File: config.mk
export PLATFORM = sky130hd
export DESIGN_NAME = mux_rr_stage
export DESIGN_NICKNAME = d
export VERILOG_FILES = /design/src/rtl/mux_rr_stage.sv
export SDC_FILE = /design/constraint.sdc
export NUM_CORES = 1
export LEC_CHECK = 0
export ABC_AREA = 1
export CAP_MARGIN = 40
export CORE_MARGIN = 5
export CORE_UTILIZATION = 35
export CTS_BUF_LIST = sky130_fd_sc_hd__clkbuf_8
export DETAILED_ROUTE_END_ITERATION = 12
export PLACE_DENSITY = 0.74
export SYNTH_ARGS = -nofsm -noshare
export SYNTH_HDL_FRONTEND = slang
export SYNTH_SLANG_ARGS = --single-unit
File: constraint.sdc
create_clock -name clk -period 3.11 [get_ports clk]
set_input_delay 0.4665 -clock clk [delete_from_list [all_inputs] [get_ports clk]]
set_output_delay 0.4665 -clock clk [all_outputs]
set_load 0.005 [all_outputs]
File: src/rtl/mux_rr_stage.sv
// mux_rr_stage: N-channel registered multiplexer with valid/ready handshakes.
// Selects one requesting channel per cycle (round-robin or fixed by sel)
// and captures its word into a single output register stage.
// Ports:
//   clk        rising-edge clock
//   rst_n      asynchronous active-low reset
//   in_valid   per-channel request (bit i = channel i)
//   in_data    channel i at [i*WIDTH +: WIDTH]
//   in_ready   per-channel accept, at most one bit high
//   sel        channel index when MODE=1 (>= NCH selects nothing)
//   out_valid  output register holds a word
//   out_data   registered word
//   out_ch     channel that supplied out_data
//   out_ready  consumer accept
module mux_rr_stage #(
    parameter int WIDTH = 4,
    parameter int NCH   = 4,
    parameter int MODE  = 0,
    parameter int SELW  = $clog2(NCH)
) (
    input  logic                 clk,
    input  logic                 rst_n,
    input  logic [NCH-1:0]       in_valid,
    input  logic [NCH*WIDTH-1:0] in_data,
    output logic [NCH-1:0]       in_ready,
    input  logic [SELW-1:0]      sel,
    output logic                 out_valid,
    output logic [WIDTH-1:0]     out_data,
    output logic [SELW-1:0]      out_ch,
    input  logic                 out_ready
);
    logic [SELW-1:0] ptr;
    logic [SELW-1:0] gidx;
    logic            hit;
    logic            load_en;

    assign load_en = !out_valid || out_ready;

    // Scan offsets from the far end down so the nearest requester after ptr wins.
    always_comb begin
        hit  = 1'b0;
        gidx = '0;
        if (MODE == 1) begin
            for (int i = 0; i < NCH; i++) begin
                if (SELW'(i) == sel && in_valid[i]) begin
                    hit  = 1'b1;
                    gidx = SELW'(i);
                end
            end
        end else begin
            for (int k = NCH - 1; k >= 0; k--) begin
                int idx;
                idx = int'(ptr) + k;
                idx = (idx >= NCH) ? idx - NCH : idx;
                if (in_valid[idx]) begin
                    hit  = 1'b1;
                    gidx = SELW'(idx);
                end
            end
        end
    end

    assign in_ready = (load_en && hit) ? ({{(NCH-1){1'b0}}, 1'b1} << gidx) : '0;

    always_ff @(posedge clk or negedge rst_n) begin
        if (!rst_n) begin
            out_valid <= 1'b0;
            out_data  <= '0;
            out_ch    <= '0;
            ptr       <= '0;
        end else if (load_en && hit) begin
            out_valid <= 1'b1;
            out_data  <= in_data[int'(gidx)*WIDTH +: WIDTH];
            out_ch    <= gidx;
            if (MODE == 0)
                ptr <= (int'(gidx) == NCH - 1) ? '0 : gidx + 1'b1;
        end else if (out_ready) begin
            out_valid <= 1'b0;
        end
    end
endmodule

Yosys cells after proc, flatten, opt, wreduce, memory -nomap -nowiden:

Index checks and enable logic that the tools add are counted.
W data, S select, Z words.

* register bits: 9

* magnitude comparators: 8
* muxes and demuxes: 28
* $add $sub $neg: 8
* reductions and logical operators: 4
* eq/ne operators: 1
* shift-type cells: 2

Operators with widths (count)
* $lt A32 B4 Y1 const B: 4
* $mux W32: 4
* $shiftx A16 B5 Y4: 1
* $mux W1: 14
* $sub A3 B3 Y4 const B: 3
* $mux W2: 5
* $ge A3 B3 Y1 const B: 3
* $bmux W1 S2: 4
* $add A2 B2 Y3 const B: 2
* $mux W4: 1
* $shl A1 B2 Y4 const A: 1
* $sub A2 B3 Y4 const B: 1
* $add A2 B1 Y3 const B: 1
* $ge A2 B3 Y1 const B: 1
* $add A2 B1 Y2 const B: 1
* $eq A2 B1 Y1 const B: 1
* $reduce_bool A2 Y1: 1
* $logic_and A1 B1 Y1: 1
* $logic_not A1 Y1: 1
* $logic_or A1 B1 Y1: 1

Longest topological paths before layout:

* depth after elaboration: 12
* depth in mapped cells: 14

Worst setup path after synthesis:

Ideal clock, no wire load.

* path kind: reg-to-output
* start point: register ptr[0]
* end point: output port in_ready[3]
* data required time: 2.643 ns
* buffers on the path: 2
* arrival time: 1.489 ns
* cell stages (with the launch flop): 11
* setup slack: 1.154 ns
* cell sequence: dfrtp_1 > buf_6 > o21ai_4 > nand2_4 > nand3_1 > nand3_4 > nand2_4 > buf_8 > ha_1 > inv_1 > nor2_1

* cells in the longest elaborated chain, start to end: 12

Ends and longest elaborated chain
* from (decl): RTL line 32 `logic [SELW-1:0] ptr;`
* from (signal assigned): RTL line 76 `ptr <= (int'(gidx) == NCH - 1) ? '0 : gidx + 1'b1;`
* $add A2 B2 Y3: RTL line 53 `idx = int'(ptr) + k;`
* $sub A3 B3 Y4 / $ge A3 B3 Y1 (equally long branches): RTL line 54 `idx = (idx >= NCH) ? idx - NCH : idx;`
* $mux W32: RTL line 54
* $bmux W1 S2: RTL line 55 `if (in_valid[idx]) begin`
* $mux W1 (implied by the code) (2 in a row): RTL line 55
* $mux W2 / $mux W1 (equally long branches) (4 in a row): RTL line 55
* $shl A1 B2 Y4 / $logic_and A1 B1 Y1 (equally long branches): RTL line 63 `assign in_ready = (load_en && hit) ? ({{(NCH-1){1'b0}}, 1'b1} << gidx) : '0;`
* $mux W4 *: RTL line 63
* to (decl): RTL line 25 `output logic [NCH-1:0] in_ready,`

Mark *: on every way between the ends. The rest lies on a longest branch, timed or not. The select of a mux whose other input is x is not followed.

Worst setup path after layout:

* start point: input port in_valid[2]
* end point: output port in_ready[3]

* cells in the longest elaborated chain, start to end: 9

Ends and longest elaborated chain
* from (decl): RTL line 23 `input logic [NCH-1:0] in_valid,`
* $bmux W1 S2: RTL line 55
* $mux W1 (implied by the code) (2 in a row): RTL line 55
* $mux W2 / $mux W1 (equally long branches) (4 in a row): RTL line 55
* $shl A1 B2 Y4 / $logic_and A1 B1 Y1 (equally long branches): RTL line 63
* $mux W4 *: RTL line 63

Marked as above.

==> out/metrics.cfg <==
[run_status]
status=completed

[cells_and_area]
layoutNonFillerInstCount=205
layout-drive-gt1-share_pct=17.1
final_nets=202
syn2layout_area_growth_pct=48.2
ff_latch_area_um2=225
diodes=0
final_core_util_pct=53.1
multiInputGateArea_um2=527
n_fill_cell=235

[logic_synthesis]
synth_area_um2=872
synth_compound_area_share_pct=3.01
synth_cell_types=20
ys.warnings.count=0
syn-num-nets=162
muxShareOfSynthArea_pct=0
synth_top_family_by_area=simple AND/OR/NAND/NOR gates
syn_avg_cell_area_um2=6.41
synth-seq-area-share_pct=25.8
synth_fa_ha_area_share_pct=1.43
synth.ff_latch_count=9
synthSimpleGateAreaFrac_pct=56.0
yosys.area_share.xor_xnor_pct=0
postSynthCellCount=136

[grt]
grt_pass1_vias=902
grt_max_degree=11
antenna_found_initial=0
grt-ovfl-total=0
grt_pass1_wl_mm=3.78
groute.usage.overall_pct=13.6

[place]
dp_hpwl_mm=1.97
io_buffers=33
gp_congestion=0.785
dp.cells=201

[job]
cap_viol_max_count=0

[pwr]
vdd_drop_max_v=0.000644
p_clk_share_pct=9.7
internal_power_uw=724
p_per_area_nw_per_um2=1090
swShare_pct=48.6
seq_power_share_pct=15.8
leakage_nw=0.681
power_frac_comb_pct=74.6
power.switching_uw=686

[setup_path]
cp_slowest_stage_delay_ns=0.51
cp_max_fo=7
r2r-start=ptr[0]
path_cells=clkdlybuf4s50_1 > inv_1 > nand2_1 > nand3_2 > nand2_2 > inv_4 > nand2_2 > nand3_4 > nand2_4 > ha_1 > inv_1 > nor2_1 > clkdlybuf4s50_1
worst_setup_path_end_kind=output port
crit-reg2reg-capture=out_data[1]
reg2reg_slack_ns=1.19
start_kind=input port
reg2reg_depth=12
cp.arrival_ns=2.45
crit_family=buffers and inverters
required_ns=2.64
cp_slowest_cell=clkdlybuf4s50_1
cp.buffers_inverters=5
crit_type=in2out

[worst_hold_path]
min_to=out_data[1]
hp-start=out_data[1]
hold_path.class=reg2reg
min_path_cells=2

[floorplanning]
dieArea_um2=3590
row_count=18
initial_utilization_pct=35.9
ioPinCount=36
die_h_um=59.9
coreArea_um2=2430
die_w_um=59.9

[clock_tree]
clockRootBuffer=clkbuf_8
cts_buffers=3
path_clk_slew_ns=0.04
hold_buffers=0
post_cts_buffers=0
cts_resized=0
htree_num_levels=1
clock_latency_ns=0.24
cts_tree=yes
cts_buffer_depth=2
cts.sinks=9

[timing]
timing.slew.headroom_pct=72.5
rsz0062_at_grt=no
period_needed_ns=2.92
setup_tns_ns=0
hold_slack_ns=0.474
slew_violations=0
max_freq_mhz=343
finalCritPeriodShare_pct=93.9
finClkSkew_ns=0.0106
setup_viol=0
worst_pin_slew_ns=0.412
final_hold_viol_count=0

[drt]
dr.pass1.iters=4
vias=925
antenna_left=0
vias_per_cell=4.51
routedWlPerCell_um=11.3
drt_first_iter_violations=12
wirelength_mm=2.31
drc=0

-- synthesized netlist by cell type --
| cell type | n | share of area [%] |
|---|---|---|
| nand2_1 | 46 | 20 |
| inv_1 | 21 | 9.0 |
| nand3_1 | 18 | 10 |
| nand2_2 | 10 | 7.2 |
| nor2_1 | 10 | 4.3 |
| dfrtp_1 | 9 | 26 |
| nand3b_1 | 3 | 2.6 |
| nand2_4 | 2 | 2.6 |
| nand3_2 | 2 | 2.3 |
| nand3_4 | 2 | 4.0 |
| nor2_2 | 2 | 1.4 |
| o21ai_0 | 2 | 1.1 |
| or2_1 | 2 | 1.4 |
| buf_2 | 1 | 0.57 |
| buf_6 | 1 | 1.3 |
| buf_8 | 1 | 1.7 |
| ha_1 | 1 | 1.4 |
| inv_2 | 1 | 0.43 |
| inv_4 | 1 | 0.72 |
| o21ai_4 | 1 | 1.9 |
-- state kept, by name (all words and copies together), names as in the netlist --
register   count
out_data       4
out_ch         2
ptr            2
out_valid      1
-- worst register-to-register path, delay by kind of cell (launching register included) --
kind	cells	cell delay (ns)
AO/OA/AOI/OAI	1	0.21
buffers and inverters	2	0.37
flip-flops	1	0.44
AND/OR/NAND/NOR	9	0.78
-- cell usage in the layout, fill, tap and decap left out --
cell | Yosys | routed
nand3b_1 | 3 | 3
dfrtp_1 | 9 | 9
ha_1 | 1 | 1
inv_2 | 1 | 1
nand3_2 | 2 | 2
nand2_2 | 10 | 10
clkdlybuf4s50_1 | 0 | 33
buf_4 | 0 | 5
o21ai_4 | 1 | 1
or2_1 | 2 | 2
nand3_4 | 2 | 2
o21ai_0 | 2 | 2
nand2_4 | 2 | 2
nor2_2 | 2 | 2
nor2_1 | 10 | 10
inv_1 | 21 | 21
nand3_1 | 18 | 18
clkbuf_8 | 0 | 3
inv_4 | 1 | 1
clkinv_2 | 0 | 1
nand2_1 | 46 | 46
-- routing by layer --
layer  global-route usage (%)  up-vias  wire length (µm)
met2                     25.6       14              1250
li1                         -      491                 -
met3                     3.02        2                94
met1                     15.4      418               952
met5                        0        -                 0
met4                     2.85        0                 6
-- layout make-up --
class / instances / share of cell area (%)
multi-input combinational: 101 / 40.8
timing repair buffer: 38 / 28.5
sequential: 9 / 17.4
inverter: 23 / 6.87
clock buffer: 3 / 3.19
tap: 30 / 2.90
clock inverter: 1 / 0.387
-- power by group through the flow --
stage	Combinational (mW)	Clock (mW)	Sequential, mW
final	1.05	0.136	0.222
after detailed placement	1.07	0	0.225
after global placement	1.03	0	0.224
after floorplan	0.725	0	0.217
after CTS	1.07	0.140	0.224
after global routing	1.18	0.149	0.232
-- stage by stage --
step	worst slack [ns]	total power, mW	cell area (µm²)
2_1_floorplan	1.15	0.942	872
3_3_place_gp	0.189	1.25	1250
3_5_place_dp	0.152	1.29	1250
4_1_cts	0.150	1.43	1290
5_1_grt	0.0416	1.56	1290
6_report	0.190	1.41	1290
-- logic make-up after synthesis --
logic type | after synthesis
buf+inv | 26
compound gates | 3
fa+ha+maj | 1
flops | 9
simple gates | 97
-- how the worst max path moves through the flow --
stage	start	end	slack [ns]	depth (start not counted)
after floorplan	ptr[0]	in_ready[3]	1.15	10
after global placement	in_valid[2]	in_ready[3]	0.19	13
after detailed placement	in_valid[2]	in_ready[3]	0.15	13
after CTS	in_valid[2]	in_ready[3]	0.15	13
after global routing	in_valid[2]	in_ready[3]	0.04	13
final	in_valid[2]	in_ready[3]	0.19	13
Power figures use the tool's default switching activity.
